### src/rtl/bram_pkg.sv
// Shared constants and types for the image BRAM read-port arbiter.
// The image is 32x32 pixels of 8 bits, addressed linearly.
package bram_pkg;

    localparam int ADDR_W  = 10;
    localparam int DATA_W  = 8;
    localparam int IMG_W   = 32;
    localparam int IMG_H   = 32;
    localparam int IMG_PIX = IMG_W * IMG_H;

    typedef enum logic [1:0] {
        IDLE = 2'd0,
        OWN0 = 2'd1,
        OWN1 = 2'd2
    } own_e;

endpackage

### src/rtl/rd_lat_pipe.sv
// Valid/port-id shift register that tags each BRAM read with its requester
// so the return can be steered after DEPTH cycles.
module rd_lat_pipe #(
    parameter int DEPTH = 1
) (
    input  logic clk,
    input  logic rstn,
    input  logic i_vld,
    input  logic i_id,
    output logic o_vld,
    output logic o_id,
    output logic o_busy
);

    logic [DEPTH-1:0] r_vld;
    logic [DEPTH-1:0] r_id;

    always_ff @(posedge clk or negedge rstn) begin
        if (!rstn) begin
            r_vld <= '0;
            r_id  <= '0;
        end else begin
            r_vld[0] <= i_vld;
            r_id[0]  <= i_id;
            for (int i = 1; i < DEPTH; i++) begin
                r_vld[i] <= r_vld[i-1];
                r_id[i]  <= r_id[i-1];
            end
        end
    end

    assign o_vld  = r_vld[DEPTH-1];
    assign o_id   = r_id[DEPTH-1];
    assign o_busy = |r_vld;

endmodule

### src/rtl/bram_rd_arbiter.sv
// Two-port read arbiter for a single BRAM read port with burst locking.
// Grants are combinational; returns are steered by a latency-matched tag pipe.
module bram_rd_arbiter
    import bram_pkg::*;
#(
    parameter int ADDR_W    = bram_pkg::ADDR_W,
    parameter int DATA_W    = bram_pkg::DATA_W,
    parameter int RD_LAT    = 1,
    parameter int MAX_BURST = 32
) (
    input  logic              clk,
    input  logic              rstn,
    input  logic              req0,
    input  logic              req1,
    input  logic [ADDR_W-1:0] addr0,
    input  logic [ADDR_W-1:0] addr1,
    input  logic              lock0,
    input  logic              lock1,
    output logic              gnt0,
    output logic              gnt1,
    output logic              rvalid0,
    output logic              rvalid1,
    output logic [DATA_W-1:0] rdata,
    output logic [ADDR_W-1:0] bram_rd_addr,
    input  logic [DATA_W-1:0] bram_rd_data,
    output logic              busy
);

    localparam int              CNT_W   = $clog2(MAX_BURST + 1);
    localparam logic [CNT_W-1:0] CNT_MAX = CNT_W'(MAX_BURST);
    localparam logic [CNT_W-1:0] CNT_ONE = CNT_W'(1);

    own_e              r_state;
    logic [CNT_W-1:0]  r_cnt;
    logic [ADDR_W-1:0] r_addr;

    logic              w_keep0;
    logic              w_keep1;
    logic              w_gnt0;
    logic              w_gnt1;
    logic [ADDR_W-1:0] w_addr;
    logic              w_pipe_vld;
    logic              w_pipe_id;
    logic              w_pipe_busy;

    assign w_keep0 = lock0 && (r_cnt < CNT_MAX);
    assign w_keep1 = lock1 && (r_cnt < CNT_MAX);

    // Grants are forced low while in reset so nothing enters the tag pipe.
    always_comb begin
        w_gnt0 = 1'b0;
        w_gnt1 = 1'b0;
        if (rstn) begin
            if (req0 && !req1) begin
                w_gnt0 = 1'b1;
            end else if (req1 && !req0) begin
                w_gnt1 = 1'b1;
            end else if (req0 && req1) begin
                case (r_state)
                    OWN0: begin
                        w_gnt0 = w_keep0;
                        w_gnt1 = !w_keep0;
                    end
                    OWN1: begin
                        w_gnt1 = w_keep1;
                        w_gnt0 = !w_keep1;
                    end
                    default: w_gnt0 = 1'b1;
                endcase
            end
        end
    end

    always_comb begin
        w_addr = r_addr;
        if (w_gnt0) begin
            w_addr = addr0;
        end else if (w_gnt1) begin
            w_addr = addr1;
        end
    end

    // Idle cycles leave owner and count alone so a stalled burst resumes.
    always_ff @(posedge clk or negedge rstn) begin
        if (!rstn) begin
            r_state <= IDLE;
            r_cnt   <= '0;
            r_addr  <= '0;
        end else begin
            r_addr <= w_addr;
            if (w_gnt0) begin
                if (r_state == OWN0) begin
                    if (r_cnt < CNT_MAX) begin
                        r_cnt <= r_cnt + CNT_ONE;
                    end
                end else begin
                    r_state <= OWN0;
                    r_cnt   <= CNT_ONE;
                end
            end else if (w_gnt1) begin
                if (r_state == OWN1) begin
                    if (r_cnt < CNT_MAX) begin
                        r_cnt <= r_cnt + CNT_ONE;
                    end
                end else begin
                    r_state <= OWN1;
                    r_cnt   <= CNT_ONE;
                end
            end
        end
    end

    rd_lat_pipe #(
        .DEPTH (RD_LAT)
    ) u_pipe (
        .clk    (clk),
        .rstn   (rstn),
        .i_vld  (w_gnt0 | w_gnt1),
        .i_id   (w_gnt1),
        .o_vld  (w_pipe_vld),
        .o_id   (w_pipe_id),
        .o_busy (w_pipe_busy)
    );

    assign gnt0         = w_gnt0;
    assign gnt1         = w_gnt1;
    assign bram_rd_addr = w_addr;
    assign rvalid0      = w_pipe_vld & ~w_pipe_id;
    assign rvalid1      = w_pipe_vld & w_pipe_id;
    assign rdata        = bram_rd_data;
    assign busy         = w_gnt0 | w_gnt1 | w_pipe_busy;

endmodule

### config.mk
export PLATFORM = sky130hd
export DESIGN_NAME = bram_rd_arbiter
export DESIGN_NICKNAME = d
export VERILOG_FILES = /design/src/rtl/bram_pkg.sv /design/src/rtl/rd_lat_pipe.sv /design/src/rtl/bram_rd_arbiter.sv
export SDC_FILE = /design/constraint.sdc
export NUM_CORES = 1
export LEC_CHECK = 0
export BUFFER_PORTS_ARGS = -buffer_cell sky130_fd_sc_hd__buf_4
export CORE_ASPECT_RATIO = 1.25
export CORE_MARGIN = 2
export CORE_UTILIZATION = 48
export CTS_BUF_LIST = sky130_fd_sc_hd__clkbuf_2
export DETAILED_ROUTE_END_ITERATION = 16
export GPL_ROUTABILITY_DRIVEN = 0
export HOLD_SLACK_MARGIN = 0.12
export PLACE_DENSITY = 0.83
export SLEW_MARGIN = 20
export SYNTH_ARGS = -nofsm -noshare
export SYNTH_HDL_FRONTEND = slang
export SYNTH_SLANG_ARGS = --single-unit
### constraint.sdc
create_clock -name clk -period 2.75 [get_ports clk]
set_input_delay 0.55 -clock clk [delete_from_list [all_inputs] [get_ports clk]]
set_output_delay 0.55 -clock clk [all_outputs]
set_load 0.05 [all_outputs]
# [Word-level counts from Yosys, hierarchy flattened]
# Cells that the tools add are included.
[classes] n_addsub=1 n_lt_le_gt_ge=1 eq_ne=4 muxes=21 n_bitwise=5 reduce_logical=11
[op_table] cell="6-bit 2-to-1 mux" count=5
[op_table] cell="10-bit 2-to-1 mux" count=2
[op_table] cell="1-bit 2-to-1 mux" count=8
[op_table] cell="2-bit 2-to-1 mux" count=4
[op_table] cell="6-bit by 1-bit adder with 6-bit output (second input constant)" count=1
[op_table] cell="6-bit < comparator (second input constant)" count=1
[op_table] cell="1-bit logical AND" count=5
[op_table] cell="1-bit logical NOT" count=4
[op_table] cell="2-bit != test (second input constant)" count=2
[op_table] cell="1-bit one-hot mux with 2 select lines" count=2
[op_table] cell="3-bit AND reduction" count=1
[op_table] cell="1-bit AND" count=2
[op_table] cell="2-bit by 1-bit == test with 1-bit output (second input constant)" count=1
[op_table] cell="2-bit == test (second input constant)" count=1
[op_table] cell="1-bit OR" count=2
[op_table] cell="2-bit nonzero test" count=1
[op_table] cell="1-bit inverter" count=1
[word_totals] ff_bits=20 elab_cells=48

# [Logic depth before layout (Yosys ltp)]
[logic_depth] depth_word=10 ltp_mapped=9 mapped_depth_nobuf=8

# [By module]
# Synthesis repeated with hierarchy kept, for this count alone.
[hier_totals] cells_unflattened=121 area_unflattened_um2=1276.2
[by_module_without_submodules] module="bram_rd_arbiter" n_inst=1 cells_each=118 area_per_inst_um2=1218.7
[by_module_without_submodules] module="rd_lat_pipe" n_inst=1 cells_each=3 area_per_inst_um2=57.6

# [Worst setup path after synthesis]
# No wires, ideal clock.
[synth_timing] path_kind="flip-flop to output port" from="register r_state[1]" to="output port bram_rd_addr[2]" arrival_ns=2.817 required_ns=2.200 path_slack_ns=-0.617 stages_incl_launch_ff=10 n_path_buf=2 path_cell_list="dfrtp_1 inv_1 ha_1 inv_2 o311a_1 or2_1 buf_6 buf_12 mux2i_1 o21ai_0"
[synth_via] elab_chain_cells=8
[synth_rtl] element="start, declared" line="bram_rd_arbiter.sv:33" source="own_e r_state;"
[synth_rtl] element="start signal, assigned" line="bram_rd_arbiter.sv:86" source="r_state <= IDLE;"
[synth_rtl] element="start signal, assigned" line="bram_rd_arbiter.sv:97" source="r_state <= OWN0;"
[synth_rtl] element="start signal, assigned" line="bram_rd_arbiter.sv:106" source="r_state <= OWN1;"
[synth_rtl] element="2-bit == test or 2-bit by 1-bit == test with 1-bit output (tied branches)" line="bram_rd_arbiter.sv:59" source="case (r_state)"
[synth_rtl] element="1-bit one-hot mux with 2 select lines" line="bram_rd_arbiter.sv:59"
[synth_rtl] element="1-bit 2-to-1 mux" line="bram_rd_arbiter.sv:58" source="end else if (req0 && req1) begin"
[synth_rtl] element="1-bit 2-to-1 mux" line="bram_rd_arbiter.sv:56" source="end else if (req1 && !req0) begin"
[synth_rtl] element="1-bit 2-to-1 mux" line="bram_rd_arbiter.sv:54" source="if (req0 && !req1) begin"
[synth_rtl] element="1-bit 2-to-1 mux" line="bram_rd_arbiter.sv:53" source="if (rstn) begin"
[synth_rtl] element="10-bit 2-to-1 mux" line="bram_rd_arbiter.sv:78" source="end else if (w_gnt1) begin"
[synth_rtl] element="10-bit 2-to-1 mux *" line="bram_rd_arbiter.sv:76" source="if (w_gnt0) begin"
[synth_rtl] element="end, declared" line="bram_rd_arbiter.sv:24" source="output logic [ADDR_W-1:0] bram_rd_addr,"
# Mark *: on every way between the ends. The rest lies on a longest branch, timed or not.

# [Worst setup path after layout]
[layout_timing] from="register r_state[1]" to="output port bram_rd_addr[5]"
# Same word-level chain as after synthesis.

==> results by group <==
Synth
  • Sequential element share of the synthesized area: 40.0%
  • Synth Cell Area: 1250 um2
  • Async set or reset register ratio after synthesis: 100%
  • Most common cell in the netlist: dfrtp_1
  • Synth area leader: dfrtp_1
  • Mean Syn Cell Area: 9.69 um2
  • Post-synth top area share: 40.0%
  • Cells after synthesis: 129
  • Yosys reg bits: 20
  • Most instantiated cells after synthesis: dfrtp_1, nand2_1, o21ai_0
  • Synth cell types: 38
  • Number of synthesized flops with an enable pin: 0
  • Count of yosys warnings during synthesis: 0
  • Ys flop type: dfrtp_1
  • Post-synth net total: 167
  • Top post-synthesis cells by area: dfrtp_1, mux2i_1, buf_4, o21ai_0, nand2_1

STA
  • Fmax: 342 MHz
  • Max-slew violations: 0
  • PnR worst setup slack: -0.178 ns
  • Final min period: 2.93 ns
  • RSZ-0062 raised after global routing: true
  • Setup TNS: -1.42 ns
  • Actual slew at the worst max-slew pin: 0.511 ns
  • Skew final: 0.0302 ns
  • Hold slack: 0.149 ns
  • Fin. Hold Viols: 0
  • Max_slew headroom: 65.7%
  • Setup violators final: 10
  • Tcrit/Tclk final: 106%

Critical path
  • Crit path cell chain: inv_2 -> ha_4 -> inv_2 -> o311a_4 -> or2_4 -> buf_8 -> mux2i_2 -> o21ai_2 -> buf_6
  • Critical Path End Type: output pin
  • Critical path's most frequent cell: inv_2
  • Worst EP required: 2.20 ns
  • Crit-path max FO: 6
  • Crit start category: flop
  • Arrival time at the worst endpoint: 2.38 ns
  • WP buf/inv: 4
  • Crit-path slowest cell: dfrtp_1
  • Slowest Stage Delay on Critical Path: 0.47 ns
  • Crit path kind: flop to output pin
  • CP delay by family, top: compound AO/OA/AOI/OAI gates

Place
  • Hpwl dp: 2120 um
  • Placed Instance Area: 1550 um2
  • Port bufs: 40
  • DP Worst Slack: -0.0292 ns

Die
  • Chip Width: 49.6 um
  • Core area: 2450 um2
  • Initial Utilization: 51.0%
  • DIE AREA: 3030 um2
  • Die H: 61.1 um
  • Total I/O pin count: 57
  • Row cnt: 20

Routing
  • Post-route ant nets: 0
  • Initial DRC Count: 30
  • Wirelength per Cell: 16.3 um
  • Drc violations: 0
  • DRT Pass-1 Iters: 4
  • Vias per inst: 5.76
  • Via Count: 1203
  • WL final: 3420 um

Cells and area
  • Area grow syn2layout: 43.9%
  • Final Cell Area: 1800 um2
  • Fillers: 172
  • Utilization of the core after routing: 73.4%
  • Final nets: 215
  • Share of cells above drive strength 1: 46.0%
  • Diode count: 0

Clock network
  • H-tree depth: 1
  • Sink Count: 20
  • Inserted Clock Buffers: 3
  • CTS tree: done
  • Clock-pin slew on the worst setup and hold paths: 0.22 ns
  • Clock Tree Root: clkbuf_2
  • Maximum buffer depth of the clock tree: 2
  • Worst-Skew Late Latency: 0.35 ns

GRT
  • GRT Resource Usage Total: 22.4%
  • Total grt overflow: 0
  • Largest net degree at the start of global routing: 24
  • First-pass GRT wire length: 5110 um
  • Antenna violations before repair: 0
  • Vias in the first global route: 1178

Run status
  • Failing checks: setup timing
  • Outcome: complete, but fails checks

Power and ir drop
  • Peak supply drop: 0.889 mV
  • PwrDens: 1020 nW/um2
  • Leak pwr: 0.891 nW

Job
  • Max-Cap Viols: 0

Min path
  • Hold Crit Class: input pin to asynchronous set/reset pin
-- cell type report --
cell class | instances | area (um2) | share of cell area [%]
multi-input cells | 90 | 697 | 38.7
flip-flops and latches | 20 | 500 | 27.8
repair buffers | 56 | 493 | 27.4
well taps | 33 | 41.3 | 2.29
clock inverters | 1 | 30.0 | 1.67
inverters | 6 | 22.5 | 1.25
clock buffers | 3 | 15.0 | 0.834
-- worst reg2reg max path: stages (launching register included) --
cell       delay, ns
dfrtp_1         0.44
inv_2           0.09
ha_4            0.22
nand2b_1        0.22
a21oi_1         0.28
o21ai_1         0.24
a2111oi_0       0.46
a211o_1         0.16
-- state kept, by name, summed over array words and instances, names as in the netlist --
| name | flops |
|---|---|
| u_pipe.o_busy | 1 |
| r_addr | 10 |
| r_cnt | 6 |
| r_state | 2 |
| u_pipe.o_id | 1 |
-- worst paths after layout --
check	startpoint	to	slack, ns	depth (start not counted)
max	r_state[1]	bram_rd_addr[5]	-0.18	9
min	rstn	r_cnt[4]	0.15	2
max reg2reg	r_state[0]	r_cnt[1]	0.64	7
min reg2reg	r_cnt[0]	r_cnt[0]	0.57	1
max in group asynchronous	rstn	r_state[1]	1.85	2
min in group clk	addr0[2]	r_addr[2]	0.41	3
-- routing by layer --
metal	up-vias	wire [um]	track usage, %
met4	0	109	17.1
li1	561	-	-
met2	63	1700	37.3
met3	14	224	5.10
met5	-	0	0
met1	565	1380	25.3
-- placed cells by master, fill, tap and decap left out, types with 3 or more instances in the layout --
cell type	count
a21oi_1	9
buf_4	42
buf_6	10
clkbuf_2	3
dfrtp_1	20
inv_1	3
inv_2	3
mux2i_1	10
nand2_1	17
nand2b_1	3
nor2_1	3
o21ai_0	3
o21ai_2	9
-- through the flow --
stage                     instances  total power, mW
after floorplan                 129             1.12
after global placement          193             1.31
after detailed placement        193             1.34
after CTS                       206             1.73
after global routing            209             1.91
final                           209             1.83
-- where the power goes --
| group | switching [mW] | leakage (nW) | internal (mW) |
|---|---|---|---|
| combinational | 0.669 | 0.614 | 0.478 |
| sequential | 0.0633 | 0.250 | 0.393 |
| clock | 0.0992 | 0.0266 | 0.126 |
| total | 0.831 | 0.891 | 0.996 |
-- cells by family (layout without fill, tap and decap cells) --
family	after synthesis	count (layout)	share of synthesized area [%]
fa+ha+maj	4	4	4.00
flops	20	20	40.0
buf+inv	19	66	10.3
compound gates	40	40	21.7
mux	11	11	8.81
simple gates	35	35	15.1
-- repair_timing --
action | CTS | global route
resized for setup | 18 | 6
setup buffers | 9 | 2
pin swaps | 4 | 6
setup endpoints to repair | 11 | 11
endpoints found under the hold margin | 6 | 6
Power figures use the tool's default switching activity.
